$ cat src/rtl/tdm_slot_sequencer_pkg.sv
// Shared definitions for the TDM slot sequencer.
//   state_t    : frame-alignment state (HUNT searching for SOF, LOCK aligned)
//   addr_width : slot-index width for a given slot count (at least 1 bit)
package tdm_slot_sequencer_pkg;

   typedef enum logic {
      HUNT = 1'b0,
      LOCK = 1'b1
   } state_t;

   function automatic int addr_width(input int ch);
      return (ch > 1) ? $clog2(ch) : 1;
   endfunction

endpackage

$ cat src/rtl/tdm_slot_sequencer_stream_reg.sv
// Single-entry valid/ready output register carrying a word plus its slot index.
// Ports:
//   clk, rst     : clock, asynchronous active-high reset
//   load_i       : capture data_i/addr_i this cycle (caller guarantees room)
//   data_i       : word to capture
//   addr_i       : slot index to capture
//   out_ready_i  : downstream consumes when out_valid_o is high
//   out_valid_o  : register holds a word
//   out_data_o   : held word
//   out_addr_o   : held slot index
module tdm_slot_sequencer_stream_reg #(
   parameter int DWIDTH = 3,
   parameter int AW     = 1
) (
   input  logic              clk,
   input  logic              rst,
   input  logic              load_i,
   input  logic [DWIDTH-1:0] data_i,
   input  logic [AW-1:0]     addr_i,
   input  logic              out_ready_i,
   output logic              out_valid_o,
   output logic [DWIDTH-1:0] out_data_o,
   output logic [AW-1:0]     out_addr_o
);

   logic              valid_q;
   logic [DWIDTH-1:0] data_q;
   logic [AW-1:0]     addr_q;

   // A load wins over a consume, so a simultaneous consume+load keeps valid high
   // with the new word; without a load the payload is held untouched.
   always_ff @(posedge clk or posedge rst) begin
      if (rst) begin
         valid_q <= 1'b0;
         data_q  <= '0;
         addr_q  <= '0;
      end else if (load_i) begin
         valid_q <= 1'b1;
         data_q  <= data_i;
         addr_q  <= addr_i;
      end else if (out_ready_i) begin
         valid_q <= 1'b0;
      end
   end

   assign out_valid_o = valid_q;
   assign out_data_o  = data_q;
   assign out_addr_o  = addr_q;

endmodule

$ cat src/rtl/tdm_slot_sequencer.sv
// TDM slot sequencer: tracks frame alignment of a word stream using a
// start-of-frame marker, tags each word with its slot index and presents it as
// a registered valid/ready stream for the channel demultiplexor.
// Ports:
//   clk, rst   : clock, asynchronous active-high reset
//   in_data    : TDM word
//   in_sof     : word is slot 0 of a frame
//   in_valid   : input word present
//   in_ready   : input word accepted when in_valid && in_ready
//   out_data   : registered word (demultiplexor in)
//   out_addr   : registered slot index (demultiplexor addr)
//   out_valid  : output word present
//   out_ready  : downstream consumes when out_valid && out_ready
//   locked     : registered, high while in LOCK
//   sync_err   : registered one-cycle pulse per alignment error
//   frame_cnt  : completed frames, wraps modulo 2^FCNT_W
module tdm_slot_sequencer
   import tdm_slot_sequencer_pkg::*;
#(
   parameter int DWIDTH      = 3,
   parameter int CH_NUM      = 2,
   parameter bit REQUIRE_SOF = 1'b1,
   parameter int FCNT_W      = 16,
   localparam int AW         = addr_width(CH_NUM)
) (
   input  logic              clk,
   input  logic              rst,
   input  logic [DWIDTH-1:0] in_data,
   input  logic              in_sof,
   input  logic              in_valid,
   output logic              in_ready,
   output logic [DWIDTH-1:0] out_data,
   output logic [AW-1:0]     out_addr,
   output logic              out_valid,
   input  logic              out_ready,
   output logic              locked,
   output logic              sync_err,
   output logic [FCNT_W-1:0] frame_cnt
);

   localparam logic [AW-1:0]     SLOT_ONE  = AW'(1);
   localparam logic [AW-1:0]     SLOT_LAST = AW'(CH_NUM - 1);
   localparam logic [FCNT_W-1:0] FCNT_ONE  = FCNT_W'(1);

   state_t            state_q, state_d;
   logic [AW-1:0]     slot_q, slot_d;
   logic [FCNT_W-1:0] fcnt_q, fcnt_d;
   logic              err_q, err_d;
   logic              locked_q;

   logic              accept;
   logic              load;
   logic [AW-1:0]     load_addr;

   assign accept = in_valid && in_ready;

   // State register
   always_ff @(posedge clk or posedge rst) begin
      if (rst) begin
         state_q <= HUNT;
      end else begin
         state_q <= state_d;
      end
   end

   // Next-state logic, including slot/frame bookkeeping and load decisions
   always_comb begin
      state_d   = state_q;
      slot_d    = slot_q;
      fcnt_d    = fcnt_q;
      err_d     = 1'b0;
      load      = 1'b0;
      load_addr = '0;
      unique case (state_q)
         HUNT: begin
            // Non-SOF words are discarded while searching for alignment.
            if (accept && in_sof) begin
               load    = 1'b1;
               slot_d  = SLOT_ONE;
               state_d = LOCK;
            end
         end
         LOCK: begin
            if (accept) begin
               if (in_sof && (slot_q != '0)) begin
                  // Early SOF: realign on this word, the short frame is not counted.
                  err_d  = 1'b1;
                  load   = 1'b1;
                  slot_d = SLOT_ONE;
               end else if (REQUIRE_SOF && !in_sof && (slot_q == '0)) begin
                  // Missing SOF: drop the word but leave any pending output to drain.
                  err_d   = 1'b1;
                  state_d = HUNT;
               end else begin
                  load      = 1'b1;
                  load_addr = slot_q;
                  if (slot_q == SLOT_LAST) begin
                     slot_d = '0;
                     fcnt_d = fcnt_q + FCNT_ONE;
                  end else begin
                     slot_d = slot_q + SLOT_ONE;
                  end
               end
            end
         end
         default: state_d = HUNT;
      endcase
   end

   // Output logic: HUNT always accepts (it only discards or loads a frame start);
   // LOCK accepts only when the output register can take a word this cycle.
   always_comb begin
      in_ready = 1'b1;
      if (state_q == LOCK) begin
         in_ready = !out_valid || out_ready;
      end
   end

   always_ff @(posedge clk or posedge rst) begin
      if (rst) begin
         slot_q   <= '0;
         fcnt_q   <= '0;
         err_q    <= 1'b0;
         locked_q <= 1'b0;
      end else begin
         slot_q   <= slot_d;
         fcnt_q   <= fcnt_d;
         err_q    <= err_d;
         locked_q <= (state_d == LOCK);
      end
   end

   tdm_slot_sequencer_stream_reg #(
      .DWIDTH (DWIDTH),
      .AW     (AW)
   ) u_stream_reg (
      .clk         (clk),
      .rst         (rst),
      .load_i      (load),
      .data_i      (in_data),
      .addr_i      (load_addr),
      .out_ready_i (out_ready),
      .out_valid_o (out_valid),
      .out_data_o  (out_data),
      .out_addr_o  (out_addr)
   );

   assign locked    = locked_q;
   assign sync_err  = err_q;
   assign frame_cnt = fcnt_q;

endmodule

$ cat config.mk
export PLATFORM = sky130hd
export DESIGN_NAME = tdm_slot_sequencer
export DESIGN_NICKNAME = d
export VERILOG_FILES = /design/src/rtl/tdm_slot_sequencer_pkg.sv /design/src/rtl/tdm_slot_sequencer_stream_reg.sv /design/src/rtl/tdm_slot_sequencer.sv
export SDC_FILE = /design/constraint.sdc
export NUM_CORES = 1
export LEC_CHECK = 0
export CAP_MARGIN = 20
export CELL_PAD_IN_SITES_DETAIL_PLACEMENT = 1
export CELL_PAD_IN_SITES_GLOBAL_PLACEMENT = 2
export CORE_MARGIN = 4
export CORE_UTILIZATION = 29
export CTS_BUF_LIST = sky130_fd_sc_hd__clkbuf_8 sky130_fd_sc_hd__clkbuf_16
export DETAILED_ROUTE_END_ITERATION = 7
export PLACE_DENSITY_LB_ADDON = 0.1
export SLEW_MARGIN = 10
export SYNTH_ARGS = -nofsm -noshare
export SYNTH_HDL_FRONTEND = slang
export SYNTH_SLANG_ARGS = --single-unit
$ cat constraint.sdc
create_clock -name clk -period 2.3 [get_ports clk]
set_clock_uncertainty 0.1 [all_clocks]
set_input_delay 0.345 -clock clk [delete_from_list [all_inputs] [get_ports clk]]
set_output_delay 0.345 -clock clk [all_outputs]
set_load 0.02 [all_outputs]
Word level (Yosys, flattened, before mapping). Index checks and enable logic that the tools add are counted.

Add/subtract/negate cells: 2. Bitwise logic cells: 4. Reduce and logical (&&, ||, !) cells: 10. Multiplexer cells: 24. Equality and inequality tests: 3.

Operators with widths (count): 1-bit two-way mux (21); 16-bit by 1-bit adder with 16-bit output (second input constant) (1); 1-bit case mux with 2 select lines (3); 5-bit AND reduction (1); 1-bit logical AND (4); 1-bit NOT (4); 3-bit inequality test (second input constant) (1); 3-bit AND reduction (1); 1-bit zero test (2); 2-bit by 1-bit inequality test with 1-bit output (second input constant) (1); 2-bit inequality test (second input constant) (1); 2-bit nonzero test (1); 1-bit adder (second input constant) (1); 1-bit logical OR (1).

Logic and storage cells: 50. Flip-flop bits (word level): 24. Output and inout bits: 24.

Longest topological paths before layout.
Depth in word-level cells: 8. Mapped depth: 6. Mapped depth without buffers: 6.

Hierarchy. Synthesis repeated with hierarchy kept, for this count alone.

Cell total of the unflattened synthesis: 94. Area total of the unflattened synthesis: 1124.8 um^2.

Modules (own cells, without submodules): tdm_slot_sequencer (cells an instance 82, instances 1, area each 938.4 um^2); tdm_slot_sequencer_stream_reg (cells an instance 12, instances 1, area each 186.4 um^2).

Least setup slack after synthesis. Ideal clock, no wire load.

Path type: register -> register. Start: reg slot_q. End: reg fcnt_q[15] (netlist: frame_cnt[15]). Cell stages (with the launch flop): 7. Setup slack: 442 ps. Data arrival time: 1630 ps. Path buffers: 0. Clock period less this slack: 1858 ps. Library setup time: 128 ps. Cells stage by stage: dfrtp_1 -> inv_1 -> ha_1 -> nand4_1 -> nor4_4 -> nand4_1 -> xnor2_1.

Longest elaborated chain between the ends: 4. Elaborated cells between the ends (all ways): 6. Those cells by class: bitwise (3); reduce/logical (3).

RTL lines: from (decl) (RTL line tdm_slot_sequencer.sv:46) `logic [AW-1:0] slot_q, slot_d;`; from (signal assigned) (RTL line tdm_slot_sequencer.sv:126) `slot_q <= slot_d;`; 1-bit NOT (RTL line tdm_slot_sequencer.sv:90) `end else if (REQUIRE_SOF && !in_sof && (slot_q == '0)) begin`; 1-bit logical AND (RTL line tdm_slot_sequencer.sv:90); 1-bit NOT (no source line); 5-bit AND reduction (no source line) (*); to (signal assigned) (RTL line tdm_slot_sequencer.sv:127) `fcnt_q <= fcnt_d;`; to (decl) (RTL line tdm_slot_sequencer.sv:47) `logic [FCNT_W-1:0] fcnt_q, fcnt_d;`.

Every way passes the cells marked *; elsewhere a longest branch is shown, timed or not. A chain may end at the register's enable or synchronous reset.

Worst setup path after layout.
Start: in out_ready. End: out in_ready.

Longest elaborated chain between the ends: 2.

RTL lines: from (decl) (RTL line tdm_slot_sequencer.sv:35) `input logic out_ready,`; 1-bit logical OR (RTL line tdm_slot_sequencer.sv:115) `in_ready = !out_valid || out_ready;`; 1-bit two-way mux (RTL line tdm_slot_sequencer.sv:114) `if (state_q == LOCK) begin`; to (decl) (RTL line tdm_slot_sequencer.sv:31) `output logic in_ready,`.

Every way passes these cells.

==> results.cfg <==
[worst_setup_path]
worstSetupStartpointType = input pin
worstPathMaxFanout = 3
path_class = in2out
crit_path_end_kind = primary output
crit_required_ns = 1.86
critical_path_arrival_ns = 1.73

[clock_tree]
cts_made_buffers = 3
clk_pin_slew_worst_paths_ns = 0.08
htree_levels = 1
hold_buffers = 0
clock-root-buffer = clkbuf_8
clk_latency_ns = 0.27
post_cts_resized = 0
post-cts-setup-buffers = 0
cts_buffer_depth = 2
clkSinkCount = 24
cts_tree = done

[synthesis]
yosys_warnings = 0
yosysUniqueCellTypes = 27
synth_edf_count = 0
synth_area_sq_um = 1130
synth_top_cell_by_area = dfrtp_1
syn_inst = 94
ys_ff_latch = 24
ys_top_cells_by_area = dfrtp_1 (53%), xnor2_1 (8.5%), ha_1 (5.5%), nand3_1 (4.4%), mux2_2 (4.0%)
synth-async-reset-ratio_pct = 100
netlist_top_cells_count = dfrtp_1 (24), xnor2_1 (11), nand3_1 (10), ha_1 (5), inv_1 (5)
synth-main-ff-cell = dfrtp_1
syn-num-nets = 107
ys_seq_area_share_pct = 53.2
synth_top_area_share_pct = 53.2
syn_avg_cell_area_sq_um = 12.0
synth.most_common_cell = dfrtp_1

[floorplanning]
dieArea_sq_um = 4960
die_y_um = 70.4
dieWidth_um = 70.4
placeableCoreArea_sq_um = 3720
initial_core_util_pct = 30.4
top_level_ports = 32
rows = 22

[route]
wirelength_um = 2440
via_per_inst = 4.58
drt_iter0_markers = 31
antenna_left = 0
wire_per_inst_um = 13.2
num_vias = 848
drc = 0
dr.pass1.iters = 4

[timing]
finalCriticalPeriod_ns = 2.18
hold_viol = 0
worstMarginPinSlew_ns = 0.440
max_slew_margin_pct = 70.6
post-route-period-util_pct = 94.7
rsz0062_at_grt = false
fmax_mhz = 459
setup_viol = 0
slew_violations = 0

[grt]
grt_max_degree = 15
grt_pass1_wl_um = 4280
antenna_found_initial = 0
grt_overflow = 0
track_usage_pct = 10.8
grt_pass1_vias = 908

[power]
power_density_nw_per_um2 = 973
vdd_drop_max_v = 0.000438
p_leak_nw = 0.736

[flow_run]
max_cap_viol_count = 0

[placement]
dp_hpwl_um = 1940
numPortBuffers = 31
dp_cells = 181
gp_congestion = 0.799

[final_layout]
drive_gt1_share_pct = 16.1
fillers = 429
final_nets = 151
antennaDiodeCount = 0
finalNonFillerCells = 185
final_core_util_pct = 44.0
syn2layout_area_growth_pct = 44.7

[hold_path]
min-delay-path-class = in2async

[status]
outcome = finished clean
==> final timing paths <==
check	start	endpoint	slack, ns	cells past startpoint
max	out_ready	in_ready	0.12	4
min	rst	u_stream_reg.out_data_o[1]$_DFFE_PP0P_	0.27	2
max reg2reg	slot_q$_DFFE_PP0P_	frame_cnt[8]$_DFFE_PP0P_	0.32	7
min reg2reg	frame_cnt[15]$_DFFE_PP0P_	frame_cnt[15]$_DFFE_PP0P_	0.38	1
max in group asynchronous	rst	frame_cnt[8]$_DFFE_PP0P_	1.28	3
min in group clk	frame_cnt[15]$_DFFE_PP0P_	frame_cnt[15]$_DFFE_PP0P_	0.38	1
==> cells in the final DEF, fill, tap and decap left out, types with 2 or more instances in the layout <==
| cell type | count |
|---|---|
| dfrtp_1 | 24 |
| nand2b_1 | 2 |
| and3_1 | 4 |
| mux2_2 | 4 |
| clkbuf_8 | 3 |
| nand4_1 | 3 |
| clkdlybuf4s50_1 | 31 |
| xor2_1 | 4 |
| buf_4 | 9 |
| ha_1 | 5 |
| nand3_1 | 10 |
| xnor2_1 | 11 |
| nand2_1 | 4 |
| inv_1 | 5 |
| nor2_1 | 2 |
| a21oi_1 | 2 |
==> metrics by stage <==
step / instance area [sq um] / hold slack, ns / TNS [ns] / setup WS, ns / power, mW
2_1_floorplan: 1130 / 0.260 / 0 / 0.442 / 0.949
3_3_place_gp: 1560 / 0.361 / -0.00244 / -0.00244 / 1.23
3_5_place_dp: 1560 / 0.373 / -0.349 / -0.0607 / 1.24
4_1_cts: 1640 / 0.279 / 0 / 0.106 / 1.62
5_1_grt: 1640 / 0.301 / 0 / 0.0551 / 1.70
6_report: 1640 / 0.268 / 0 / 0.123 / 1.59
==> routing by layer <==
| metal | global-route usage, % | vias to the layer above | share of wire (%) |
|---|---|---|---|
| li1 | - | 411 | - |
| met1 | 14.9 | 413 | 49 |
| met2 | 15.7 | 20 | 45 |
| met3 | 2.01 | 4 | 4.6 |
| met4 | 5.74 | 0 | 1.8 |
| met5 | 0 | - | 0 |
==> flip-flops by register name, summed over array words and instances (netlist names) <==
signal / flops
u_stream_reg.out_valid_o: 1
u_stream_reg.out_data_o: 3
sync_err: 1
locked: 1
frame_cnt: 16
u_stream_reg.out_addr_o: 1
slot_q: 1
==> where the power goes <==
group | internal, mW | total, mW | switching [mW] | leakage, nW
Clock | 0.233 | 0.372 | 0.139 | 0.0357
Sequential | 0.520 | 0.615 | 0.0947 | 0.310
Combinational | 0.309 | 0.604 | 0.295 | 0.390
==> cell type report <==
| type | instances | area [sq um] | share of cell area (%) |
|---|---|---|---|
| multi-input combinational | 64 | 507 | 31.0 |
| clock inverter | 1 | 30.0 | 1.84 |
| inverter | 5 | 18.8 | 1.15 |
| tap | 48 | 60.1 | 3.67 |
| clock buffer | 3 | 41.3 | 2.52 |
| timing repair buffer | 40 | 378 | 23.1 |
| sequential | 24 | 601 | 36.7 |
==> cell families (layout without fill, tap and decap cells) <==
family                   Yosys count  after routing  synth area share, %
flip-flops                        24             24                 53.2
adder cells (fa/ha/maj)            5              5                 5.54
buffers and inverters              6             49                 1.99
AND/OR/NAND/NOR                   33             33                 19.4
multiplexers                       5              5                 4.87
AO/OA/AOI/OAI                      6              6                 3.43
XOR/XNOR                          15             15                 11.6
==> critical path, stage by stage <==
cell,delay (ns)
clkdlybuf4s50_1,0.47
and2b_2,0.23
nand2_1,0.06
clkdlybuf4s50_1,0.61
Power figures use the tool's default switching activity.
==> RTL change 1: new RTL, same flow settings <==
The parameter `REQUIRE_SOF` goes from 1'b1 to 1'b0.
--- a/src/rtl/tdm_slot_sequencer.sv
+++ b/src/rtl/tdm_slot_sequencer.sv
@@ -20,5 +20,5 @@
    parameter int DWIDTH      = 3,
    parameter int CH_NUM      = 2,
-   parameter bit REQUIRE_SOF = 1'b1,
+   parameter bit REQUIRE_SOF = 1'b0,
    parameter int FCNT_W      = 16,
    localparam int AW         = addr_width(CH_NUM)
Formal check against the unedited RTL: not equivalent (Yosys sat finds a counterexample within 4 cycles, from zero or initial values and one cycle with rst high).
==> RTL change 1 against the unedited design <==
- cell area is 9.3% lower
- combinational power shrank 49%
- routed wire length is 6.1% lower
- sequential cell count unchanged
- total power is 29% lower
- final cell count fell by 9.7%
- area after synthesis shrank 7.0%
- setup slack better by 0.21 ns
- sequential power down 13%
==> RTL change 1: results (changes against the unedited design) <==
| Metric | Value |
|---|---|
| CP max FO | 2 (-1) |
| Post-CTS Setup Bufs | 0 (unchanged) |
| Slew HR | 73.2% (+2.6 points) |
| Pint | 790 uW (-26%) |
| CTS Buf Count | 3 (unchanged) |
| Initial antenna violation count | 0 (unchanged) |
| Gpl congestion | 0.723 (-9.6%) |
| Met2 wire length | 1150 um (+5.0%) |
| Fillers | 373 (-13%) |
| Pin count of the biggest net entering global routing | 25 (+10) |
| Leak | 0.000613 uW (-17%) |
| Peak supply drop | 0.544 mV (+24%) |
| Final nets | 131 (-13%) |
| Sequential fraction of the synthesis area | 57.1% (+4.0 points) |
| Post-synth ARST share | 100% (unchanged) |
| TritonRoute pass-1 iters | 2 (-2) |
| Most frequent cells after synthesis | dfrtp_1, xnor2_1, nand2_1, nand3_1 |
| Post-synth cell types | 24 (-11%) |
| Met1 GRT Util | 13.2% (-1.7 points) |
| Worst path arrival time | 1.52 ns (-0.21 ns) |
| Metal-1 WL | 986 um (-17%) |
| Warnings from Yosys | 0 (unchanged) |
| Met2 Use GR | 18.8% (+3.1 points) |
| Iteration-0 DRC Markers | 10 (-68%) |
| Met3 Use GR | 3.94% (+1.9 points) |
| Largest register FFs | 16 (unchanged) |
| Total GRT Usage | 11.3% (+0.51 points) |
| DP Area | 0.00143 mm^2 (-8.6%) |
| Dpl ws | 0.199 ns (+0.260 ns) |
| Syn Nets | 94 (-12%) |
| Total grt overflow | 0 (unchanged) |
| Vias in the first global route | 830 (-8.6%) |
| Hpwl dp | 1680 um (-13%) |
| Run status | completed |
| Wirelength per Cell | 13.7 um (+4.1%) |
| Antenna cells | 0 (unchanged) |
| Vias | 763 (-10%) |
| DR WL met3 | 130 um (+17%) |
| Comb pwr share | 27.3% (-11 points) |
| I/O Buffers | 31 (unchanged) |
| Top cells by area, synth | dfrtp_1, xnor2_1, mux2_2 |
| Layout cells sized above 1 | 12.4% (-3.7 points) |
| Clock Power Share | 25.3% (+1.9 points) |
| CTS root buf | clkbuf_8 |
| First-pass GRT wire length | 3800 um (-11%) |
[RTL change 1: final cells by class]
class / count / area, um^2 / area share, %
inverter: 2 / 7.51 / 0.506
multi-input combinational: 58 / 438 / 29.5
timing repair buffer: 33 / 325 / 21.9
sequential: 24 / 601 / 40.5
clock buffer: 4 / 55.1 / 3.71
tap: 46 / 57.6 / 3.88
[RTL change 1: cells by family (layout without fill, tap and decap cells)]
group	Yosys count	in the layout	synth area share, %
flops	24	24	57.1
compound gates	5	5	3.21
xor+xnor	15	15	12.5
fa+ha+maj	1	1	1.19
mux	4	4	4.29
buf+inv	3	39	1.19
simple gates	33	33	20.5
[RTL change 1: final timing paths]
check                              start            end  slack [ns]  depth (start not counted)
setup / recovery               out_ready       in_ready        0.33                          4
hold / removal                       rst  frame_cnt[15]        0.33                          3
setup reg to reg                  locked   frame_cnt[1]        0.64                          3
hold reg to reg            frame_cnt[15]  frame_cnt[15]        0.37                          1
max in group asynchronous            rst   frame_cnt[3]        1.53                          3
min in group clk           frame_cnt[15]  frame_cnt[15]        0.37                          1
[RTL change 1: worst max-delay path, stage by stage]
cell and delay [ns]:
clkdlybuf4s50_1 0.40, nor2b_1 0.16, nand2_1 0.07, clkdlybuf4s50_1 0.54
[RTL change 1: stage by stage]
| step | instances | hold slack (ns) | util (%) | power [uW] |
|---|---|---|---|---|
| 2_1_floorplan | 85 | 0.260 | - | 702 |
| 3_3_place_gp | 163 | 0.366 | 41.8 | 857 |
| 3_5_place_dp | 163 | 0.368 | 41.8 | 860 |
| 4_1_cts | 167 | 0.335 | 43.4 | 1160 |
| 5_1_grt | 167 | 0.356 | 43.4 | 1200 |
| 6_report | 167 | 0.327 | 43.4 | 1130 |
==> RTL change 2: new RTL, config.mk and constraints unchanged <==
Without the edit above. The output `sync_err` loses its register stage (`err_q` becomes a continuous assignment).
--- a/src/rtl/tdm_slot_sequencer.sv
+++ b/src/rtl/tdm_slot_sequencer.sv
@@ -121,13 +121,13 @@
          slot_q   <= '0;
          fcnt_q   <= '0;
-         err_q    <= 1'b0;
          locked_q <= 1'b0;
       end else begin
          slot_q   <= slot_d;
          fcnt_q   <= fcnt_d;
-         err_q    <= err_d;
          locked_q <= (state_d == LOCK);
       end
    end
+
+   assign err_q = err_d;
 
    tdm_slot_sequencer_stream_reg #(
Check against the original RTL: not equivalent (Yosys sat finds a counterexample within 4 cycles, from zero or initial values and one cycle with rst high).
==> RTL change 2 against the unedited design <==
- routed wire length grew 9.3%
- cell area shrank 0.92%
- largest power group is now combinational logic
- setup slack lost 0.016 ns
- area after synthesis grew 1.8%
- sequential cell count shrank 1
- clock power shrank 30%
- global-route usage grew 0.80 points
- largest cell class unchanged
- total power shrank 4.2%
==> RTL change 2: results (changes against the unedited design) <==
| Metric | Value |
|---|---|
| CTS Buf Count | 3 (unchanged) |
| Sequential fraction of the synthesis area | 50.1% (-3.1 points) |
| Iteration-0 DRC Markers | 35 (+13%) |
| Leak | 0.000704 uW (-4.3%) |
| Pin count of the biggest net entering global routing | 24 (+9) |
| Switching portion of total power | 37.7% (+4.4 points) |
| # resized after CTS | 1 (+1) |
| Run status | completed |
| Post-synthesis mux area share | 4.79% (-0.085 points) |
| Hpwl dp | 2050 um (+5.7%) |
| CP max FO | 2 (-1) |
| Top cells by area, synth | dfrtp_1, xnor2_1, ha_1 |
| Vias per cell | 4.66 (+1.8%) |
| Worst slew pin tran | 0.311 ns (-0.130 ns) |
| Post-synth cell types | 32 (+19%) |
| Met1 GRT Util | 14.0% (-0.85 points) |
| Worst path arrival time | 1.75 ns (+0.02 ns) |
| Met3 Use GR | 3.55% (+1.5 points) |
| Met2 Use GR | 19.3% (+3.6 points) |
| Peak supply drop | 0.578 mV (+32%) |
| XOR/XNOR share of the synthesized area | 11.4% (-0.20 points) |
| Compound-cell area share of the yosys netlist | 3.48% (+0.049 points) |
| Total GRT Usage | 11.6% (+0.80 points) |
| Slowest stage delay, CP | 0.48 ns (-0.13 ns) |
| Post-Synth Adder-Cell Area | 5.44% (-0.096 points) |
| Final nets | 154 (+2.0%) |
| First-pass GRT wire length | 4640 um (+8.5%) |
| Clk_lat worst skew | 0.27 ns (about the same) |
| TritonRoute pass-1 iters | 2 (-2) |
| Layout cells sized above 1 | 17.1% (+1.1 points) |
| Gpl congestion | 0.840 (+5.1%) |
| Syn Nets | 111 (+3.7%) |
| Wirelength per Cell | 14.2 um (+7.5%) |
| Most frequent cells after synthesis | dfrtp_1, xnor2_1, nand4_1, inv_1, nand2_1 |
==> RTL change 2: area by class of cell <==
| cell class | instances | area [um^2] |
|---|---|---|
| clock buffers | 3 | 41.3 |
| clock inverters | 1 | 5.00 |
| fillers | 438 | 2120 |
| inverters | 6 | 22.5 |
| multi-input cells | 66 | 532 |
| flip-flops and latches | 23 | 576 |
| well taps | 48 | 60.1 |
| repair buffers | 41 | 384 |
==> RTL change 2: final timing paths <==
check                         startpoint                          to  slack (ns)  cells past startpoint
setup / recovery                  in_sof                    sync_err        0.11                      5
hold / removal                       rst  u_stream_reg.out_data_o[2]        0.32                      3
setup reg to reg                  slot_q               frame_cnt[12]        0.49                      8
hold reg to reg            frame_cnt[15]               frame_cnt[15]        0.38                      1
max in group asynchronous            rst               frame_cnt[13]        1.54                      3
min in group clk           frame_cnt[15]               frame_cnt[15]        0.38                      1
==> RTL change 2: metrics by stage <==
step / setup slack (ns) / instances / cell area (um^2)
floorplan: 0.469 / 98 / 1150
global placement: -0.118 / 184 / 1580
detailed placement: -0.216 / 184 / 1580
CTS: 0.0860 / 188 / 1620
global route: 0.0209 / 188 / 1620
finish: 0.107 / 188 / 1620
==> RTL change 2: power groups by stage <==
| stage | logic, uW | clock network (uW) | registers [uW] |
|---|---|---|---|
| 6_report | 682 | 260 | 582 |
| 5_1_grt | 735 | 287 | 603 |
| 4_1_cts | 695 | 273 | 585 |
| 3_5_place_dp | 698 | 0 | 591 |
| 3_3_place_gp | 683 | 0 | 586 |
| 2_1_floorplan | 272 | 0 | 694 |
==> RTL change 2: layer usage <==
layer | part of all wire [%] | vias to the layer above
met2 | 51 | 21
met4 | 1.1 | 0
met5 | 0 | -
li1 | - | 420
met3 | 4.8 | 4
met1 | 43 | 432
